<file path="src/rtl/ram_2r_w_s_mcast_fifo_ctl.sv">
// ram_2r_w_s_mcast_fifo_ctl: one write pointer, two read pointers and their occupancy counts.
// Together they deliver one producer stream to two consumers through a 2R/1W DFF RAM.
module ram_2r_w_s_mcast_fifo_ctl #(
    parameter int depth      = 8,
    parameter int addr_width = 3,
    parameter int cnt_width  = 4
) (
    input  logic                  clk,
    input  logic                  rst_n,
    input  logic                  push_req_n,
    input  logic                  pop1_req_n,
    input  logic                  pop2_req_n,
    output logic                  ram_cs_n,
    output logic                  ram_wr_n,
    output logic [addr_width-1:0] ram_wr_addr,
    output logic [addr_width-1:0] ram_rd1_addr,
    output logic [addr_width-1:0] ram_rd2_addr,
    output logic                  full,
    output logic                  empty1,
    output logic                  empty2,
    output logic [cnt_width-1:0]  count1,
    output logic [cnt_width-1:0]  count2,
    output logic                  ovf_err,
    output logic                  udf_err
);
    localparam logic [addr_width-1:0] LAST    = addr_width'(depth - 1);
    localparam logic [cnt_width-1:0]  DEPTH_C = cnt_width'(depth);

    logic [addr_width-1:0] r_wr_ptr, r_rd1_ptr, r_rd2_ptr;
    logic [cnt_width-1:0]  r_cnt1, r_cnt2, w_cnt1_nxt, w_cnt2_nxt;
    logic                  r_full, r_empty1, r_empty2, r_ovf, r_udf;
    logic                  w_push_ok, w_pop1_ok, w_pop2_ok;

    // Explicit wrap so non-power-of-2 depths stay inside the RAM.
    function automatic logic [addr_width-1:0] f_inc(input logic [addr_width-1:0] p);
        return (p == LAST) ? '0 : p + 1'b1;
    endfunction

    always_comb begin
        w_push_ok  = rst_n && !push_req_n && !r_full;
        w_pop1_ok  = rst_n && !pop1_req_n && !r_empty1;
        w_pop2_ok  = rst_n && !pop2_req_n && !r_empty2;
        w_cnt1_nxt = r_cnt1 + cnt_width'(w_push_ok) - cnt_width'(w_pop1_ok);
        w_cnt2_nxt = r_cnt2 + cnt_width'(w_push_ok) - cnt_width'(w_pop2_ok);
    end

    assign ram_cs_n     = !w_push_ok;
    assign ram_wr_n     = !w_push_ok;
    assign ram_wr_addr  = r_wr_ptr;
    assign ram_rd1_addr = r_rd1_ptr;
    assign ram_rd2_addr = r_rd2_ptr;
    assign full         = r_full;
    assign empty1       = r_empty1;
    assign empty2       = r_empty2;
    assign count1       = r_cnt1;
    assign count2       = r_cnt2;
    assign ovf_err      = r_ovf;
    assign udf_err      = r_udf;

    always_ff @(posedge clk) begin
        if (!rst_n) begin
            r_wr_ptr  <= '0;
            r_rd1_ptr <= '0;
            r_rd2_ptr <= '0;
            r_cnt1    <= '0;
            r_cnt2    <= '0;
            r_full    <= 1'b0;
            r_empty1  <= 1'b1;
            r_empty2  <= 1'b1;
            r_ovf     <= 1'b0;
            r_udf     <= 1'b0;
        end else begin
            r_wr_ptr  <= w_push_ok ? f_inc(r_wr_ptr) : r_wr_ptr;
            r_rd1_ptr <= w_pop1_ok ? f_inc(r_rd1_ptr) : r_rd1_ptr;
            r_rd2_ptr <= w_pop2_ok ? f_inc(r_rd2_ptr) : r_rd2_ptr;
            r_cnt1    <= w_cnt1_nxt;
            r_cnt2    <= w_cnt2_nxt;
            r_full    <= (w_cnt1_nxt == DEPTH_C) || (w_cnt2_nxt == DEPTH_C);
            r_empty1  <= (w_cnt1_nxt == '0);
            r_empty2  <= (w_cnt2_nxt == '0);
            r_ovf     <= r_ovf || (!push_req_n && r_full);
            r_udf     <= r_udf || (!pop1_req_n && r_empty1) || (!pop2_req_n && r_empty2);
        end
    end
endmodule
</file>
<file path="config.mk">
export PLATFORM = sky130hd
export DESIGN_NAME = ram_2r_w_s_mcast_fifo_ctl
export DESIGN_NICKNAME = d
export VERILOG_FILES = /design/src/rtl/ram_2r_w_s_mcast_fifo_ctl.sv
export SDC_FILE = /design/constraint.sdc
export NUM_CORES = 1
export LEC_CHECK = 0
export ABC_CLOCK_PERIOD_IN_PS = 2800
export CORE_MARGIN = 5
export CORE_UTILIZATION = 25
export DETAILED_ROUTE_END_ITERATION = 10
export GPL_ROUTABILITY_DRIVEN = 1
export GPL_TIMING_DRIVEN = 0
export PLACE_DENSITY = 0.44
export RECOVER_POWER = 25
export SETUP_SLACK_MARGIN = 0.5
export SYNTH_ARGS = -nofsm -noshare
export SYNTH_HDL_FRONTEND = slang
export SYNTH_SLANG_ARGS = --single-unit
</file>
<file path="constraint.sdc">
create_clock -name clk -period 2.8 [get_ports clk]
set_input_delay 0.56 -clock clk [delete_from_list [all_inputs] [get_ports clk]]
set_output_delay 0.56 -clock clk [all_outputs]
set_load 0.01 [all_outputs]
</file>
==> Flow_metrics.wiki, run 1 <==
{| class="wikitable"
! Metric !! Value
|-
| Status || finished, final reports clean
|-
| Worst path bufs/invs || 3
|-
| Share of synthesized area occupied by flip-flops and latches || 39.9%
|-
| Drt initial violations || 27
|-
| Internal || slightly below 1000 µW
|-
| Share of post-route cells with drive strength above 1 || 23.1%
|-
| Crit-path slowest cell || fa_2
|-
| Crit path capture type || flip-flop
|-
| Clock sinks || 22
|-
| Warning count from the yosys run || 0
|-
| Sum of negative setup slack || 0 ps
|-
| Max stage delay on crit path || 470 ps
|-
| Switching component of the power || 506 µW
|-
| Vias || 919
|-
| Data arrival at the endpoint of the critical path || 2560 ps
|-
| Clock latency reported for the late side of the worst-skew pair || between 200 and 300 ps
|-
| Final number of setup-violating endpoints || 0
|-
| I/O pin cnt || 29
|-
| Path class of the lowest-slack min-delay path || reg -> reg
|-
| FF+latch count, synth || 22
|-
| Syn Nets || about 130
|-
| Final-layout fill cell count || 440
|-
| Number of remaining DRC errors || 0
|-
| Pwr dens || between 800 and 900 nW/µm²
|-
| Category of the critical setup timing path || in -> reg
|-
| Slack of the worst reg-to-reg path || 640 ps
|-
| Leak || between 0.0006 and 0.0007 µW
|-
| Share of total power consumed by net switching || between 30 and 40%
|-
| Die Wd || about 76 µm
|-
| Area delta synth->final || 49.8%
|-
| Post-synthesis instance area || 1100 µm²
|-
| Post-DR vias/cell || ~4.4
|-
| Distinct cells, synth || 27
|-
| Total core area || 4320 µm²
|-
| Worst vdd ir || around 0.36 mV
|-
| Post-route clock period utilization || 84.2%
|-
| Leading cell type in the layout, fill and taps excluded || clkdlybuf4s50_1
|-
| Met2 Track Usage GR || approximately 15%
|-
| Max-cap violations || 0
|-
| Number of buffers added on ports || 28
|-
| Post-route total power || 1480 µW
|-
| Number of placement rows || 24
|-
| Share of Yosys cell area claimed by the top area cell type || about two fifths
|-
| Post-detailed-route wirelength per cell || between 10 and 15 µm
|-
| Number of antenna violations at the first check in global routing || 0
|-
| Final Max Tran Viols || 0
|-
| Maximum clock frequency || between 0.4 and 0.5 GHz
|-
| Startpoint class of the critical path || input port
|-
| Global-route track usage on met3 || roughly 2.6%
|-
| Remaining Overflow, GRT || 0
|-
| Post-layout minimum cycle time || between 2000 and 2500 ps
|-
| Global router's overall resource usage || approximately 9%
|-
| WL final || approximately 2.4 mm
|-
| Critical-path cell list || clkbuf_2, buf_6, clkbuf_1, nand3b_1, nand2_1, ha_2, fa_2, nor4b_2, a22o_1
|-
| Hold violation count in the final report || 0
|-
| Clock slew at the register clock pins of the worst setup and hold paths || ~80 ps
|-
| Height of the die || ~76 µm
|-
| Total clock buffers created by CTS || 3
|-
| Remaining number of nets flagged by the antenna check after routing || 0
|-
| Transition time at the pin with the least slew margin || a little over 500 ps
|-
| Die outline area || 5850 µm²
|-
| Global route hottest layer || met2
|-
| Commonest non-fill, non-tap cells in the layout || clkdlybuf4s50_1 (24), dfxtp_1 (22), nand2_1 (10), ha_1 (10), buf_4 (10)
|-
| Met1 global-route usage || ~11%
|-
| Detailed Routing Iterations Pass 1 || 4
|-
| Antenna Diode Count || 0
|-
| CP top delay family || adder cells
|-
| WP data required || around 3000 ps
|-
| Yosys top cell by area || dfxtp_1
|-
| Worst-case headroom to the max-slew limit || approximately two thirds
|-
| Sequential cell fraction of total power || between 30% and 40%
|-
| # hold bufs at CTS || 0
|-
| Wire length of the first global-routing pass || around 4.4 mm
|-
| Worst-path maximum fanout || 10
|-
| Maximum number of pins on one net before global-route repair || 14
|-
| Detail Placement HPWL || approximately 1.8 mm
|-
| Number of instances in the synthesized netlist || 114
|-
| Number of global-route vias before repair || between 900 and 1,000
|-
| Initial Utilization || between 20% and 30%
|-
| Clock tree from TritonCTS || built
|-
| Depth of the CTS H-tree || 1
|-
| CTS root buffer || clkbuf_8
|-
| Top cells by area, synth || dfxtp_1 (40%), ha_1 (14%), a21boi_0 (4.1%)
|-
| RePlAce Congestion || ~0.72
|-
| Worst-case clock skew || ~2 ps
|-
| Proportion of power drawn by the clock network || between 10% and 20%
|-
| Synth Area per Inst || just under 10 µm²
|-
| Combinational power share || roughly half
|-
| Net count of the finished layout || 176
|-
| Max Root-Sink Buffers || 2
|-
| Setup repair after global routing missed its margin || no
|}
-- synth_stat cells --
| cell | count |
|---|---|
| a21o_1 | 2 |
| nor2b_1 | 2 |
| nand2_2 | 1 |
| nand3_1 | 7 |
| nor4b_1 | 2 |
| o41ai_2 | 2 |
| fa_1 | 2 |
| inv_1 | 9 |
| a21oi_2 | 2 |
| xor2_1 | 2 |
| nand3b_1 | 1 |
| a21boi_0 | 6 |
| buf_2 | 2 |
| nor2_1 | 5 |
| o22ai_1 | 1 |
| dfxtp_1 | 22 |
| buf_4 | 1 |
| and2_1 | 6 |
| and2_2 | 1 |
| o31ai_1 | 1 |
| xnor2_1 | 5 |
| nand2_1 | 10 |
| o21a_1 | 2 |
| ha_1 | 12 |
| o21ai_0 | 6 |
| a22o_1 | 1 |
| clkbuf_1 | 1 |
-- per-layer routing --
layer | share of wire [%] | up-vias | wire length [µm]
met3 | 6.6 | 4 | 158
met5 | 0 | - | 0
met1 | 45 | 421 | 1090
met4 | 1.5 | 0 | 36
met2 | 47 | 25 | 1130
li1 | - | 469 | -
-- kinds of logic after synthesis --
family,share of synthesized area [%]
AND/OR/NAND/NOR,16.3
AO/OA/AOI/OAI,16.1
flip-flops,39.9
adder cells (fa/ha/maj),17.2
buffers and inverters,4.98
XOR/XNOR,5.55
-- registers in the layout, summed over array words and instances, names as in the netlist --
name and count:
count2 4, count1 4, ram_rd1_addr 3, udf_err 1, empty1 1, ram_rd2_addr 3, empty2 1, ram_wr_addr 3
full 1, ovf_err 1
-- cell type report --
class | instances | area (µm²) | area share, %
multi-input combinational | 79 | 687 | 41.5
sequential | 22 | 440 | 26.6
timing repair buffer | 38 | 330 | 20.0
tap | 52 | 65.1 | 3.93
clock buffer | 3 | 41.3 | 2.49
inverter | 9 | 33.8 | 2.04
clock inverter | 1 | 30.0 | 1.81
buffer | 4 | 27.5 | 1.66
-- timing repair --
action                     4_1_cts  5_1_grt
gates resized for setup         24       11
pin swaps                        8        8
setup buffers                    5        5
setup endpoints to repair       10        4
gates cloned                     0        0
-- worst paths after layout --
| kind | start | end | depth (start not counted) |
|---|---|---|---|
| max reg2reg | empty1 | full | 9 |
| min | ovf_err | ovf_err | 1 |
| max | rst_n | full | 9 |
| min reg2reg | ovf_err | ovf_err | 1 |
-- power by group through the flow --
stage | clock network [µW] | registers, µW | logic (µW)
finish | 294 | 461 | 725
global placement | 0 | 466 | 620
detailed placement | 0 | 469 | 616
floorplan | 0 | 491 | 353
CTS | 306 | 470 | 700
global route | 317 | 477 | 808
-- metrics by stage --
stage	utilization, %	cells	setup WS, ps	area, µm²	hold slack (ps)
2_1_floorplan	-	114	501	1110	494
3_3_place_gp	33.6	194	-265	1450	450
3_5_place_dp	33.6	194	-254	1450	458
4_1_cts	38.0	203	503	1640	480
5_1_grt	38.3	208	272	1660	513
6_report	38.3	208	441	1660	474
No activity file was read; power rests on OpenSTA's default activity.
==> inputs of run 2 (changes only) <==
Settings changed: ABC_CLOCK_PERIOD_IN_PS 2800 to 2200.
Clock period 2.8 ns to 2.2 ns, I/O delays scaled along.
==> Flow_metrics.wiki, run 2 (synthesis gave the netlist of run 1 again) <==
{| class="wikitable"
! Metric !! Value
|-
| Drt initial violations || 21 (-22%)
|-
| Height of the die || 76.5 µm (unchanged)
|-
| Pwr dens || 1130 nW/µm² (+26%)
|-
| Transition time at the pin with the least slew margin || 262 ps (-243 ps)
|-
| Vias || 933 (+1.5%)
|-
| Setup repair after global routing missed its margin || yes
|-
| Post-route clock period utilization || approximately 94%
|-
| Number of placement rows || 24 (unchanged)
|-
| Startpoint class of the critical path || flip-flop
|-
| Post-DR vias/cell || 4.38 (-0.86%)
|-
| Cell area after layout || 1800 µm² (+8.8%)
|-
| Status || finished, final reports clean
|-
| Maximum number of pins on one net before global-route repair || 14 (unchanged)
|-
| Remaining number of nets flagged by the antenna check after routing || 0 (unchanged)
|-
| Clock slew at the register clock pins of the worst setup and hold paths || 90 ps (about the same)
|-
| Path class of the lowest-slack min-delay path || reg -> reg
|-
| Remaining Overflow, GRT || 0 (unchanged)
|-
| Crit-path slowest cell || fa_1
|-
| Number of buffers added on ports || 28 (unchanged)
|-
| Global router's overall resource usage || 9.76% (+0.81 points)
|-
| Worst slack on hold paths || 469 ps (-4.61 ps)
|-
| Leak || 0.000803 µW (+16%)
|-
| Maximum clock frequency || roughly 0.49 GHz
|-
| Post-detailed-route wirelength per cell || 12.9 µm (+12%)
|-
| Total clock buffers created by CTS || 3 (unchanged)
|-
| Worst-path maximum fanout || 4 (-6)
|-
| Post-DP Area || 1540 µm² (+5.8%)
|-
| Number of remaining DRC errors || 0 (unchanged)
|-
| Post-layout minimum cycle time || ~2100 ps
|-
| Number of antenna violations at the first check in global routing || 0 (unchanged)
|-
| Number of global-route vias before repair || 985 (+3.5%)
|-
| Die Wd || 76.5 µm (unchanged)
|-
| Commonest non-fill, non-tap cells in the layout || dfxtp_1 (18), clkdlybuf4s50_1 (17), buf_4 (11)
|-
| Worst vdd ir || 0.503 mV (+41%)
|-
| Data arrival at the endpoint of the critical path || 2210 ps (-350 ps)
|-
| Detailed Routing Iterations Pass 1 || 2 (-2)
|-
| Total core area || 4320 µm² (unchanged)
|-
| # hold bufs at CTS || 0 (unchanged)
|-
| Final Max Tran Viols || 0 (unchanged)
|-
| Sum of negative setup slack || 0 ps (unchanged)
|-
| Critical-path cell list || nor2_4, nand2_8, xor2_2, ha_2, inv_2, fa_1, xnor2_2, nor4b_2, a22o_1
|-
| RePlAce Congestion || 0.727 (+0.85%)
|-
| Leading cell type in the layout, fill and taps excluded || dfxtp_1
|-
| Share of post-route cells with drive strength above 1 || 36.6% (+14 points)
|-
| Wire length of the first global-routing pass || 4.70 mm (+6.2%)
|-
| Clock latency reported for the late side of the worst-skew pair || 270 ps (about the same)
|-
| Max-cap violations || 0 (unchanged)
|-
| CP top delay family || adder cells
|-
| CTS root buffer || clkbuf_8
|-
| Antenna Diode Count || 0 (unchanged)
|-
| Clock sinks || 22 (unchanged)
|-
| Max Root-Sink Buffers || 2 (unchanged)
|-
| Depth of the CTS H-tree || 1 (unchanged)
|-
| Worst path bufs/invs || 1 (-2)
|-
| Clock tree from TritonCTS || built
|-
| Hold violation count in the final report || 0 (unchanged)
|-
| Net count of the finished layout || 181 (+2.8%)
|-
| Area delta synth->final || 63.0%
|-
| Final number of setup-violating endpoints || 0 (unchanged)
|-
| Die outline area || 5850 µm² (unchanged)
|-
| Worst-case headroom to the max-slew limit || 82.3% (+16 points)
|-
| Crit path capture type || flip-flop
|-
| Max stage delay on crit path || 400 ps (-70 ps)
|-
| Initial Utilization || 25.5% (unchanged)
|-
| I/O pin cnt || 29 (unchanged)
|-
| WP data required || 2350 ps (-650 ps)
|-
| Category of the critical setup timing path || reg -> reg
|-
| Worst-case clock skew || 4.67 ps (+2.64 ps)
|-
| Detail Placement HPWL || 1.91 mm (+8.5%)
|-
| WL final || 2.76 mm (+14%)
|}
-- run 2: cell count changes in the layout (fill, tap and decap cells not counted), moves of 4 or more --
cell and change:
buf_6 +6, dlymetal6s2s_1 +4, clkdlybuf4s50_1 -7, buf_2 +4, clkbuf_2 -4, dfxtp_2 +4, dfxtp_1 -4
-- run 2: timing repair --
item	CTS	global route
pin swaps	15	14
setup endpoints to repair	16	17
setup buffers	11	4
gates resized for setup	40	16
-- run 2: layer usage --
| layer | wire (µm) | GRT usage (%) | share of wire, % |
|---|---|---|---|
| met5 | 0 | 0 | 0 |
| met4 | 18 | 2.62 | 0.65 |
| met1 | 1250 | 11.3 | 45 |
| met3 | 103 | 3.19 | 3.7 |
| met2 | 1390 | 17.0 | 50 |
-- run 2: worst paths after layout --
path | startpoint | end | slack (ps) | cells after the start
hold / removal | ram_wr_addr[0] | ram_wr_addr[0] | 470 | 1
hold reg to reg | ram_wr_addr[0] | ram_wr_addr[0] | 470 | 1
setup / recovery | full | full | 140 | 9
setup reg to reg | full | full | 140 | 9
-- run 2: area by class of cell --
type	instances	area, µm²
flip-flops and latches	22	445
plain buffers	4	37.5
repair buffers	43	395
multi-input cells	79	752
clock inverters	1	30.0
inverters	9	33.8
fillers	445	2520
well taps	52	65.1
clock buffers	3	41.3
-- run 2: through the flow --
step	util [%]	std cells	total power [µW]	worst slack, ps
2_1_floorplan	-	114	1180	155
3_3_place_gp	35.5	194	1490	-568
3_5_place_dp	35.5	194	1500	-531
4_1_cts	40.2	209	2030	121
5_1_grt	41.6	213	2200	53.5
6_report	41.6	213	2040	140
-- run 2: worst reg2reg max path: stages (launching register included) --
cell and delay, ps:
dfxtp_1 340, nor2_4 190, nand2_8 80, xor2_2 120, ha_2 200, inv_2 40
fa_1 400, xnor2_2 260, nor4b_2 80, a22o_1 250
-- run 2: report_power, final --
| group | leakage [µW] | internal [µW] | total (µW) | switching, µW |
|---|---|---|---|---|
| Sequential | 0.000182 | 503 | 596 | 92.6 |
| Clock | 0.0000357 | 243 | 385 | 142 |
| Combinational | 0.000586 | 581 | 1050 | 474 |
==> inputs of run 3 (changes only) <==
Settings changed: ABC_CLOCK_PERIOD_IN_PS 2200 to 2000, TNS_END_PERCENT from default to 100.
Clock period 2.2 ns to 2 ns, I/O delays scaled along.
==> Flow_metrics.wiki, run 3 (synthesis gave the netlist of run 1 again) <==
{| class="wikitable"
! Metric !! Value
|-
| Clock latency reported for the late side of the worst-skew pair || 260 ps (about the same)
|-
| I/O pin cnt || 29 (unchanged)
|-
| Violations in the final reports || setup timing
|-
| Detailed Routing Iterations Pass 1 || 2 (unchanged)
|-
| Post-detailed-route wirelength per cell || 12.5 µm (-3.3%)
|-
| Detail Placement HPWL || 1.86 mm (-2.6%)
|-
| Startpoint class of the critical path || flip-flop
|-
| Worst setup margin || -93.1 ps (-233 ps)
|-
| Max-cap violations || 0 (unchanged)
|-
| Category of the critical setup timing path || reg -> reg
|-
| Maximum number of pins on one net before global-route repair || 14 (unchanged)
|-
| Clock sinks || 22 (unchanged)
|-
| Depth of the CTS H-tree || 1 (unchanged)
|-
| Post-DP Area || 1540 µm² (unchanged)
|-
| Leading cell type in the layout, fill and taps excluded || dlygate4sd2_1
|-
| Antenna Diode Count || 0 (unchanged)
|-
| Height of the die || 76.5 µm (unchanged)
|-
| Wire length of the first global-routing pass || 4.68 mm (-0.43%)
|-
| Worst vdd ir || 0.547 mV (+8.8%)
|-
| # hold bufs at CTS || 0 (unchanged)
|-
| Share of post-route cells with drive strength above 1 || 33.8% (-2.9 points)
|-
| Post-route clock period utilization || 105% (+11 points)
|-
| WP data required || 2160 ps (-190 ps)
|-
| Maximum clock frequency || 0.478 GHz (-1.6%)
|-
| Post-Layout Cell Count || 212 (-0.47%)
|-
| Area delta synth->final || 62.9% (about the same)
|-
| Global router's overall resource usage || 9.66% (-0.10 points)
|-
| Commonest non-fill, non-tap cells in the layout || dlygate4sd2_1 (22), dfxtp_1 (19), buf_4 (13)
|-
| Reg2reg start || full
|-
| Leak || 0.000836 µW (+4.0%)
|-
| Number of placement rows || 24 (unchanged)
|-
| Final-layout fill cell count || 460 (+3.4%)
|-
| Setup repair after global routing missed its margin || yes
|-
| Path class of the lowest-slack min-delay path || reg -> reg
|-
| Final Max Tran Viols || 0 (unchanged)
|-
| WHS Path Cells || 1 (unchanged)
|-
| Number of global-route vias before repair || 991 (+0.61%)
|-
| Source of the worst hold timing path || ovf_err
|-
| Clock tree from TritonCTS || built
|-
| Die outline area || 5850 µm² (unchanged)
|-
| Worst-case clock skew || 6.42 ps (+1.76 ps)
|-
| Pwr dens || 1230 nW/µm² (+9.2%)
|-
| Total core area || 4320 µm² (unchanged)
|-
| Number of placed instances with taps included || 194 (unchanged)
|-
| RePlAce Congestion || 0.719 (-1.1%)
|-
| Net count of the finished layout || 180 (-0.55%)
|-
| Number of remaining DRC errors || 0 (unchanged)
|-
| Post-DR vias/cell || 4.35 (-0.61%)
|-
| Number of antenna violations at the first check in global routing || 0 (unchanged)
|-
| Hold violation count in the final report || 0 (unchanged)
|-
| Start point of the critical path || full
|-
| Remaining Overflow, GRT || 0 (unchanged)
|-
| Cell area after layout || 1800 µm² (about the same)
|-
| Die Wd || 76.5 µm (unchanged)
|-
| Crit path capture type || flip-flop
|-
| Data arrival at the endpoint of the critical path || 2250 ps (+40 ps)
|-
| Final number of setup-violating endpoints || 3 (+3)
|-
| Transition time at the pin with the least slew margin || 271 ps (+8.56 ps)
|-
| Path depth of the worst reg2reg path || 9 (unchanged)
|-
| Max Root-Sink Buffers || 2 (unchanged)
|-
| CTS root buffer || clkbuf_8
|-
| Initial Utilization || 25.5% (unchanged)
|-
| Remaining number of nets flagged by the antenna check after routing || 0 (unchanged)
|-
| Total clock buffers created by CTS || 3 (unchanged)
|-
| Worst-case headroom to the max-slew limit || 81.9% (-0.47 points)
|-
| Clock slew at the register clock pins of the worst setup and hold paths || 90 ps (about the same)
|-
| Post-layout minimum cycle time || 2090 ps (+32.8 ps)
|-
| Final core occ || 41.6% (about the same)
|-
| Drt initial violations || 12 (-43%)
|-
| Worst-path maximum fanout || 4 (unchanged)
|-
| WL final || 2.65 mm (-3.8%)
|-
| Number of buffers added on ports || 28 (unchanged)
|-
| Vias || 923 (-1.1%)
|-
| Status || finished with violations
|}
run 3: cell types whose count changed in the layout (fill, tap and decap cells not counted), sizes merged:
cell | previous run | this run
clkbuf | 5 | 4
dlygate4sd2 | 1 | 22
dlymetal6s2s | 4 | 0
buf | 22 | 20
clkdlybuf4s15 | 1 | 3
clkdlybuf4s50 | 17 | 0
run 3: area by class of cell:
type                    instances  area [µm²]  share of cell area, %
clock inverters                 1        30.0                   1.67
repair buffers                 42         365                   20.3
multi-input cells              79         778                   43.3
plain buffers                   4        41.3                   2.29
well taps                      52        65.1                   3.62
inverters                       9        33.8                   1.88
flip-flops and latches         22         444                   24.7
clock buffers                   3        41.3                   2.29
run 3: layer usage:
layer / vias up / global-route usage (%) / wire length (µm)
met5: - / 0 / 0
met4: 0 / 3.15 / 22
met2: 15 / 16.4 / 1270
li1: 478 / - / -
met1: 428 / 11.7 / 1240
met3: 2 / 2.72 / 119
run 3: stage by stage:
step	setup slack [ps]	setup TNS, ps	total power [µW]	hold WS, ps
4_1_cts	-79.5	-79.5	2110	476
3_5_place_dp	-690	-4410	1650	458
6_report	-93.1	-158	2220	473
2_1_floorplan	-4.69	-4.69	1300	494
3_3_place_gp	-737	-4470	1650	452
5_1_grt	-189	-442	2390	491
run 3: path summary, 6_finish.rpt:
| kind | end | slack (ps) |
|---|---|---|
| worst max register to register | full | -90 |
| worst max-delay path | full | -90 |
| worst min-delay path | ovf_err | 470 |
| worst min register to register | ovf_err | 470 |
run 3: worst max-delay path, cell delays in order, from the launching register on:
cell and delay [ps]:
dfxtp_2 340, nor2_4 180, nand2_8 80, xor2_1 170
ha_2 210, inv_2 40, fa_1 400, xnor2_2 260
nor4b_4 70, a22o_1 240
run 3: repair_timing:
action                     in CTS  in global routing
cloned                          0                  0
setup endpoints to repair      35                 11
setup buffers                  10                  4
pin swaps                      11                 14
gates resized for setup        59                  9
run 3: report_power, final:
part | switching, µW | leakage [µW] | internal, µW
Clock | 156 | 0.0000357 | 267
Sequential | 109 | 0.000182 | 553
Combinational | 547 | 0.000618 | 590
Total | 811 | 0.000836 | 1410
